--- config.mk ---
export PLATFORM = sky130hd
export DESIGN_NAME = if_fetch_unit
export DESIGN_NICKNAME = d
export VERILOG_FILES = /design/src/rtl/mips_pkg.sv /design/src/rtl/if_fetch_unit_fetch_buf.sv /design/src/rtl/if_fetch_unit.sv
export SDC_FILE = /design/constraint.sdc
export NUM_CORES = 1
export LEC_CHECK = 0
export CORE_ASPECT_RATIO = 2
export CORE_MARGIN = 5
export CORE_UTILIZATION = 40
export CTS_BUF_LIST = sky130_fd_sc_hd__clkbuf_8
export DETAILED_ROUTE_END_ITERATION = 10
export DONT_BUFFER_PORTS = 1
export PLACE_DENSITY = 0.52
export SYNTH_ARGS = -nofsm -noshare
export SYNTH_HDL_FRONTEND = slang
export SYNTH_HIERARCHICAL = 1
export SYNTH_SLANG_ARGS = --single-unit
--- constraint.sdc ---
create_clock -name clk -period 18.7 [get_ports clk]
set_input_delay 3.74 -clock clk [delete_from_list [all_inputs] [get_ports clk]]
set_output_delay 3.74 -clock clk [all_outputs]
set_load 0.005 [all_outputs]
--- src/rtl/mips_pkg.sv ---
// mips_pkg: shared fetch-stage constants, state encoding and buffer entry type
package mips_pkg;
  localparam logic [31:0] NOP_INSTR = 32'h0000_0000;
  localparam logic [31:0] DEF_RESET_PC = 32'h0000_0000;
  typedef enum logic [1:0] {IDLE, REQ, DROP} fetch_state_t;
  typedef struct packed {
    logic [31:0] pc;
    logic [31:0] instr;
  } fetch_entry_t;
endpackage

--- src/rtl/if_fetch_unit_fetch_buf.sv ---
// fetch_buf: 2-entry {pc,instr} FIFO with push, pop and a dominating flush
module fetch_buf
  import mips_pkg::*;
(
  input  logic         clk,
  input  logic         reset,
  input  logic         push,
  input  logic         pop,
  input  logic         flush,
  input  fetch_entry_t din,
  output fetch_entry_t head,
  output logic [1:0]   count
);
  fetch_entry_t e0, e1;
  assign head = e0;
  always_ff @(posedge clk) begin
    if (!reset || flush) count <= '0;
    else count <= count + {1'b0, push} - {1'b0, pop};
    if (reset && !flush && (pop || (push && count == 2'd0))) e0 <= (pop && count == 2'd2) ? e1 : din;
    if (reset && !flush && push && count == (pop ? 2'd2 : 2'd1)) e1 <= din;
  end
endmodule

--- src/rtl/if_fetch_unit.sv ---
// if_fetch_unit: IF-stage PC/imem req-ack fetch engine with 2-entry buffer; FETCH_PERF_CNT_EN adds bubble_cnt
module if_fetch_unit
  import mips_pkg::*;
#(
  parameter logic [31:0] RESET_PC = DEF_RESET_PC
`ifdef FETCH_PERF_CNT_EN
  , parameter int CNT_W = 32
`endif
) (
  input  logic        clk,
  input  logic        reset,
  input  logic        stall,
  input  logic        redirect_valid,
  input  logic [31:0] redirect_pc,
  output logic        imem_req,
  output logic [31:0] imem_addr,
  input  logic        imem_ack,
  input  logic [31:0] imem_rdata,
  output logic [31:0] instr_out,
  output logic [31:0] PCplus4_out,
  output logic        fetch_valid
`ifdef FETCH_PERF_CNT_EN
  , output logic [CNT_W-1:0] bubble_cnt
`endif
);
  fetch_state_t state, state_n;
  logic [31:0] pc, pc_n, req_addr, req_n, tgt, pc_eff;
  logic [1:0] count, count_n;
  logic consume, push, can_issue, unused_lsb;
  fetch_entry_t head, din;
  assign unused_lsb = ^redirect_pc[1:0];
  assign tgt = {redirect_pc[31:2], 2'b00};
  assign pc_eff = redirect_valid ? tgt : pc;
  assign fetch_valid = count != 2'd0;
  assign consume = fetch_valid & ~stall;
  assign push = (state == REQ) & imem_ack & ~redirect_valid;
  assign count_n = redirect_valid ? 2'd0 : count - {1'b0, consume} + {1'b0, push};
  assign can_issue = count_n < 2'd2;
  assign imem_req = state != IDLE;
  assign imem_addr = imem_req ? req_addr : '0;
  assign instr_out = fetch_valid ? head.instr : NOP_INSTR;
  assign PCplus4_out = fetch_valid ? head.pc + 32'd4 : '0;
  assign din = {req_addr, imem_rdata};
  always_comb begin
    state_n = state;
    pc_n = pc_eff;
    req_n = req_addr;
    if (state == IDLE) begin
      if (can_issue) begin
        req_n = pc_eff;
        state_n = REQ;
      end
    end else if (state == DROP) begin
      if (imem_ack) begin
        req_n = pc_eff;
        state_n = REQ;
      end
    end else if (redirect_valid) begin
      if (imem_ack) req_n = tgt;
      else state_n = DROP;
    end else if (imem_ack) begin
      pc_n = req_addr + 32'd4;
      if (can_issue) req_n = req_addr + 32'd4;
      else state_n = IDLE;
    end
  end
  always_ff @(posedge clk) begin
    if (!reset) begin
      state <= IDLE;
      pc <= RESET_PC;
      req_addr <= '0;
    end else begin
      state <= state_n;
      pc <= pc_n;
      req_addr <= req_n;
    end
  end
  fetch_buf u_buf (
    .clk(clk),
    .reset(reset),
    .push(push),
    .pop(consume),
    .flush(redirect_valid),
    .din(din),
    .head(head),
    .count(count)
  );
`ifdef FETCH_PERF_CNT_EN
  always_ff @(posedge clk) begin
    if (!reset) bubble_cnt <= '0;
    else if (!fetch_valid && !stall && !(&bubble_cnt)) bubble_cnt <= bubble_cnt + 1'b1;
  end
`endif
endmodule
==> results.txt, run 1 <==
----------------------------------------------------
[Outcome]
  Outcome ... complete, no violations

[STA]
  Slew Limit Fails ... 0
  Post-route worst hold slack ... ~0.47 ns
  Maximum operating frequency ... 0.149 GHz
  Post-route clock period utilization ... 0.359
  Relative slew margins ... 0.364
  Final setup violation count ... 0
  Skew final ... 0.0176 ns
  Final hold viol count ... 0
  Total Negative Setup Slacks ... 0 ns
  Time the final worst path needs with I/O delays and setup ... between 6 and 7 ns
  Pin slew with the least headroom to its limit ... approximately 0.95 ns
  Setup repair after global routing missed its margin ... false

[GRT]
  Via count of the first global-routing pass ... slightly below 7000
  Number of antenna violations at the first check in global routing ... 0
  GR Overflow Total ... 0
  GRT Overall Usage ... 0.185
  Global-route wire length before repair ... between 40000 and 50000 um
  Largest net degree at the start of global routing ... 70

[Setup path]
  Critical Path Fanout Max ... 69
  Critical path, cell by cell ... nand2b_2, or3_1, ha_1, nor2b_1, xnor2_2, o31a_1, nor2_2, buf_4, o32ai_2
  Kind of cell adding the most delay to the critical path ... simple AND/OR/NAND/NOR gates
  Critical path endpoint category ... flip-flop
  Kind of critical path ... in2reg
  Delay of the slowest cell on the worst path ... 0.59 ns
  Crit-path slowest cell ... nor2_2
  Kind of start point of the critical path ... input port
  Data arrival time of the critical path ... 7.08 ns
  CP Buf/Inv Count ... 1
  Worst endpoint required time ... roughly 19 ns

[Die]
  Core Region ... roughly 26000 sq um
  I/O pin count ... ~170
  Die Width ... roughly 120 um
  Number of core rows ... 83
  Die height ... 237 um
  Starting Density ... 0.402
  Die Footprint ... a little under 30000 sq um

[Clock network]
  Count of instances resized after the clock tree is built ... 0
  Cell at the root of the clock tree ... clkbuf_8
  # H-tree levels ... 4
  Clock buffer count from CTS ... 17
  Hold buffer count at CTS ... 0
  Clock transition at the register clock pins on the worst setup and hold paths after CTS ... approximately 0.1 ns
  Number of buffers on the longest clock path ... 2
  CTS tree ... yes
  Number of setup buffers added after CTS ... 0
  Clock insertion delay at the later pin of the skew report ... ~0.50 ns
  Clock Sinks ... about 200

[Power and ir drop]
  Static leakage ... ~3.8 nW
  Combinational share of power ... 0.100
  Power per cell area ... a little under 80 nW/um^2
  Share of power burned in the clock network ... 0.306
  Share of total power in sequential cells ... 0.594
  Sw frac ... 0.262
  Switching Power ... around 0.22 mW
  Internal ... 0.617 mW
  Max IR drop VDD ... roughly 0.000036 V

[Yosys]
  Flop and latch count out of synthesis ... 196
  Number of enable flip-flop cells after synthesis ... about 130
  Cell type with the largest total area after synthesis ... edfxtp_1
  Distinct cells, synth ... 70
  Syn Nets ... between 900 and 1000
  Sequential element share of the synthesized area ... 0.507
  Fraction of post-synthesis cell area in the top cell type by area ... 0.375
  Post-synth top flop ... edfxtp_1
  Cells taking the most area after synthesis ... edfxtp_1 (37%), dfxtp_1 (13%), mux2_4 (7.2%)
  Share of async-settable or async-resettable flops after synthesis ... 0
  Most numerous cell in the Yosys netlist ... edfxtp_1
  Synth Cell Area ... ~10000 sq um
  Synth top cells by count ... edfxtp_1 (128), dfxtp_1 (68), nand2_1 (62)
  Warning count from the yosys run ... 6
  Synthesized area divided by synthesized cell count ... between 10 and 15 sq um
  Synthesized instance count ... approximately 900

[Placement]
  Count of input and output buffers ... 0
  DPL Wire Length ... roughly 19000 um
  Final weighted congestion in routability-driven placement ... between 0.7 and 0.8

[Cells and area]
  Number of diodes added for antenna fixing ... 0
  Ratio of cells with drive above 1 in the final layout ... 0.175
  Area taken by flip-flops and latches ... 5200 sq um
  Fill cells ... ~2500
  Multi-input gate area ... 4720 sq um
  Area overhead of the layout relative to synthesis ... 5.77%
  Total number of nets in the final design ... between 900 and 1000

[Routing]
  Number of iterations in the first detailed-routing pass ... 5
  Detailed-route DRC error count ... 0
  Sum of routed wire length over all layers ... 26800 um
  Avg Vias per Cell ... roughly 5.6
  Post-route antenna net violation count ... 0
  Wire per inst ... approximately 22 um
  DR vias ... a little under 7000
  Initial DRC count ... 407

[Run]
  Reported max-cap violation count ... 0

[Hold path]
  Classification of the worst-slack hold path ... reg2reg

----------------------------------------------------
worst paths after layout:
kind / cells past startpoint / from / slack (ns) / end
min reg2reg: 2 / pc[1]$_SDFF_PN0_ / 0.47 / pc[1]$_SDFF_PN0_
min: 2 / pc[1]$_SDFF_PN0_ / 0.47 / pc[1]$_SDFF_PN0_
max: 9 / redirect_valid / 11.98 / req_addr[23]$_SDFFE_PN0P_
max reg2reg: 9 / state[0]$_SDFFE_PN0P_ / 14.30 / req_addr[23]$_SDFFE_PN0P_
routing by layer:
| metal | global-route usage | vias up | share of wire |
|---|---|---|---|
| met5 | 0 | - | 0 |
| met4 | 0.0824 | 0 | 0.036 |
| met3 | 0.0488 | 52 | 0.060 |
| met2 | 0.338 | 213 | 0.56 |
| met1 | 0.193 | 3300 | 0.35 |
| li1 | - | 3316 | - |
worst min-delay path: stages, from the launching register on:
cell and delay, ns:
dfxtp_1 0.33, nand2_1 0.05, a21oi_1 0.05
layout by cell type (no fill, tap or decap), types with 5 or more instances in the layout:
cell	instances
a21oi_1	46
a222oi_1	6
a22o_1	6
a22oi_1	25
a2bb2oi_1	5
a31oi_1	5
and2_1	35
and3_1	15
and4_1	6
buf_4	12
clkbuf_8	17
dfxtp_1	68
edfxtp_1	128
ha_1	5
inv_1	19
mux2_2	30
mux2_4	49
mux2i_1	5
nand2_1	62
nand3_1	29
nand4_1	17
nor2_1	57
nor2b_1	31
nor3_1	6
o21ai_0	32
o22ai_1	12
o31a_1	10
o31ai_1	5
o32ai_1	11
or3_1	10
xnor2_1	14
xor2_1	31
power groups by stage:
stage | Sequential (mW) | Clock (mW) | Combinational (mW)
after floorplan | 0.495 | 0 | 0.0744
after global placement | 0.506 | 0 | 0.0835
after detailed placement | 0.506 | 0 | 0.0844
after CTS | 0.496 | 0.269 | 0.0848
after global routing | 0.499 | 0.284 | 0.0917
final | 0.497 | 0.256 | 0.0838
metrics by stage:
stage | utilization | cells | area [sq um] | total power [mW] | setup slack, ns
floorplan | - | 911 | 10300 | 0.569 | 8.83
global placement | 0.411 | 1198 | 10500 | 0.589 | 11.56
detailed placement | 0.411 | 1198 | 10500 | 0.591 | 11.55
CTS | 0.425 | 1230 | 10900 | 0.850 | 11.94
global route | 0.425 | 1230 | 10900 | 0.875 | 11.89
finish | 0.425 | 1230 | 10900 | 0.836 | 11.98
logic make-up after synthesis:
logic type	synth area share
AND/OR/NAND/NOR	0.163
AO/OA/AOI/OAI	0.134
flip-flops	0.507
multiplexers	0.109
buffers and inverters	0.0377
XOR/XNOR	0.0422
adder cells (fa/ha/maj)	0.00610
state kept, by name, summed over array words and instances, names as in the netlist:
signal and flops:
pc 32, u_buf/head 64, u_buf/e1 64, req_addr 32
state 2, u_buf/count 2
final cells by class:
class,instances,area share
inverters,17,0.00588
multi-input cells,633,0.435
clock buffers,17,0.0216
flip-flops and latches,196,0.480
repair buffers,12,0.00830
clock inverters,15,0.0110
well taps,340,0.0392
No activity file was read; power rests on OpenSTA's default activity.
==> inputs of run 2 (changes only) <==
- PLACE_DENSITY: 0.52 -> 0.54
- clock period: 18.7 -> 5.9 ns (I/O delays scaled with it)
==> run 2 against run 1 <==
Wire length decreased by 0.53%. Register-to-register slack worse by 12 ns. Sequential share of layout area is 0.25 points lower. Core utilization increased by 0.23 points. Global-route usage is essentially flat. Power rose to 3.3 times the previous value. Cell area increased by 0.53%. Critical path depth shrank 4. Clock power rose to 3.4 times the previous value.
==> results.txt, run 2 (synthesized netlist as in run 1, its figures left out) <==
----------------------------------------------------
[Power and ir drop]
  Power per cell area ... 249 nW/um^2 (+220%)
  Max IR drop VDD ... 0.000124 V (+250%)
  Static leakage ... 3.85 nW (+0.82%)
  Total Power ... 2.72 mW (+230%)

[STA]
  Total Negative Setup Slacks ... 0 ns (unchanged)
  Final setup violation count ... 0 (unchanged)
  Worst Setup Slack, final ... 1.86 ns (-10.12 ns)
  Final hold viol count ... 0 (unchanged)
  Slew Limit Fails ... 0 (unchanged)
  Maximum operating frequency ... roughly 0.25 GHz
  Setup repair after global routing missed its margin ... false
  Time the final worst path needs with I/O delays and setup ... 4.04 ns
  Post-route clock period utilization ... 0.685
  Post-route worst hold slack ... 0.471 ns (-0.00248 ns)
  Skew final ... 0.0186 ns (+0.000912 ns)
  Pin slew with the least headroom to its limit ... 1.21 ns (+0.258 ns)
  Relative slew margins ... 0.191 (-0.172)

[Die]
  Core Region ... 25500 sq um (unchanged)
  I/O pin count ... 167 (unchanged)
  Die height ... 237 um (unchanged)
  Die Width ... 123 um (unchanged)
  Number of core rows ... 83 (unchanged)
  Starting Density ... 0.402 (unchanged)
  Die Footprint ... 29200 sq um (unchanged)

[Routing]
  Avg Vias per Cell ... 5.59 (about the same)
  Post-route antenna net violation count ... 0 (unchanged)
  Wire per inst ... 21.7 um (-0.77%)
  Detailed-route DRC error count ... 0 (unchanged)
  Sum of routed wire length over all layers ... 26700 um (-0.53%)
  Initial DRC count ... 476 (+17%)
  Number of iterations in the first detailed-routing pass ... 5 (unchanged)
  DR vias ... 6893 (+0.17%)

[Setup path]
  Kind of start point of the critical path ... flip-flop
  Critical path endpoint category ... primary output
  Critical Path Fanout Max ... 5 (-93%)
  FF-to-FF setup slack ... 2.25 ns (-12.05 ns)
  Worst endpoint required time ... 4.72 ns (-14.35 ns)
  Data arrival time of the critical path ... 2.86 ns (-4.22 ns)
  Kind of critical path ... reg2out

[Clock network]
  Clock insertion delay at the later pin of the skew report ... 0.50 ns (about the same)
  Clock buffer count from CTS ... 17 (unchanged)
  Hold buffer count at CTS ... 0 (unchanged)
  Number of buffers on the longest clock path ... 2 (unchanged)
  Number of setup buffers added after CTS ... 0 (unchanged)
  CTS tree ... yes
  # H-tree levels ... 4 (unchanged)
  Cell at the root of the clock tree ... clkbuf_8
  Clock Sinks ... 196 (unchanged)
  Clock transition at the register clock pins on the worst setup and hold paths after CTS ... 0.09 ns (about the same)
  Count of instances resized after the clock tree is built ... 0 (unchanged)

[Cells and area]
  Commonest non-fill, non-tap cell in the layout ... edfxtp_1
  Total number of nets in the final design ... 953 (+0.21%)
  Post-route standard cell area excluding fillers ... 10900 sq um (+0.53%)
  Non-Filler Instances ... 1233 (+0.24%)
  Ratio of cells with drive above 1 in the final layout ... 0.178 (+0.00297)
  Post-Route Utilization ... 0.427 (+0.00225)
  Area overhead of the layout relative to synthesis ... 6.33%
  Fill cells ... 2446 (-1.2%)
  Most frequent cells in the layout ... edfxtp_1 (128), dfxtp_1 (68), nand2_1 (62)

[GRT]
  GRT Overall Usage ... 0.185 (about the same)
  Number of antenna violations at the first check in global routing ... 1 (+1)
  Global-route wire length before repair ... 40900 um (+0.89%)
  Via count of the first global-routing pass ... 6807 (+0.62%)
  Largest net degree at the start of global routing ... 70 (unchanged)
  GR Overflow Total ... 0 (unchanged)

[Outcome]
  Outcome ... complete, no violations

[Placement]
  Dpl cells ... 1200 (+0.17%)
  Final weighted congestion in routability-driven placement ... 0.796 (+2.9%)
  Placed Area ... 10500 sq um (+0.12%)
  Worst setup slack before clock tree synthesis ... 1.99 ns (-9.56 ns)
  DPL Wire Length ... 18900 um (-1.3%)
  Count of input and output buffers ... 0 (unchanged)

[Run]
  Reported max-cap violation count ... 0 (unchanged)

[Hold path]
  Classification of the worst-slack hold path ... reg2reg

----------------------------------------------------
run 2: cell types whose count changed in the layout (fill, tap and decap cells not counted), sizes merged:
| cell | previous run | this run |
|---|---|---|
| diode | 0 | 1 |
| clkbuf | 17 | 19 |
| buf | 12 | 14 |
| bufinv | 1 | 2 |
| inv | 20 | 21 |
| clkinv | 9 | 5 |
run 2: path summary, 6_finish.rpt:
| check | start | end | cells past startpoint |
|---|---|---|---|
| worst max register to register | state[0]$_SDFFE_PN0P_ | req_addr[29]$_SDFFE_PN0P_ | 9 |
| worst max-delay path | u_buf/head[36]$_DFFE_PP_ | PCplus4_out[31] | 5 |
| worst min register to register | pc[1]$_SDFF_PN0_ | pc[1]$_SDFF_PN0_ | 2 |
| worst min-delay path | pc[1]$_SDFF_PN0_ | pc[1]$_SDFF_PN0_ | 2 |
run 2: area by class of cell:
cell class	count	area, sq um	share of cell area
clock inverters	13	134	0.0123
flip-flops and latches	196	5200	0.477
repair buffers	14	105	0.00963
multi-input cells	633	4710	0.432
diodes	1	2.50	0.000229
inverters	17	63.8	0.00585
clock buffers	19	262	0.0240
well taps	340	425	0.0390
run 2: per-layer routing:
| metal | GRT usage | share of wire |
|---|---|---|
| met5 | 0 | 0 |
| met4 | 0.0770 | 0.032 |
| met3 | 0.0466 | 0.058 |
| met2 | 0.342 | 0.55 |
| met1 | 0.194 | 0.36 |
run 2: worst max-delay path, cell delays in order, from the launching register on:
cell and delay [ns]:
edfxtp_1 0.41, nand3_1 0.20, nor3_1 0.78, nand4_1 0.35, or3_1 0.43, a21oi_1 0.20
run 2: report_power, final:
group          switching, mW  internal, mW
clock                  0.485         0.397
combinational          0.142         0.125
sequential            0.0691          1.50
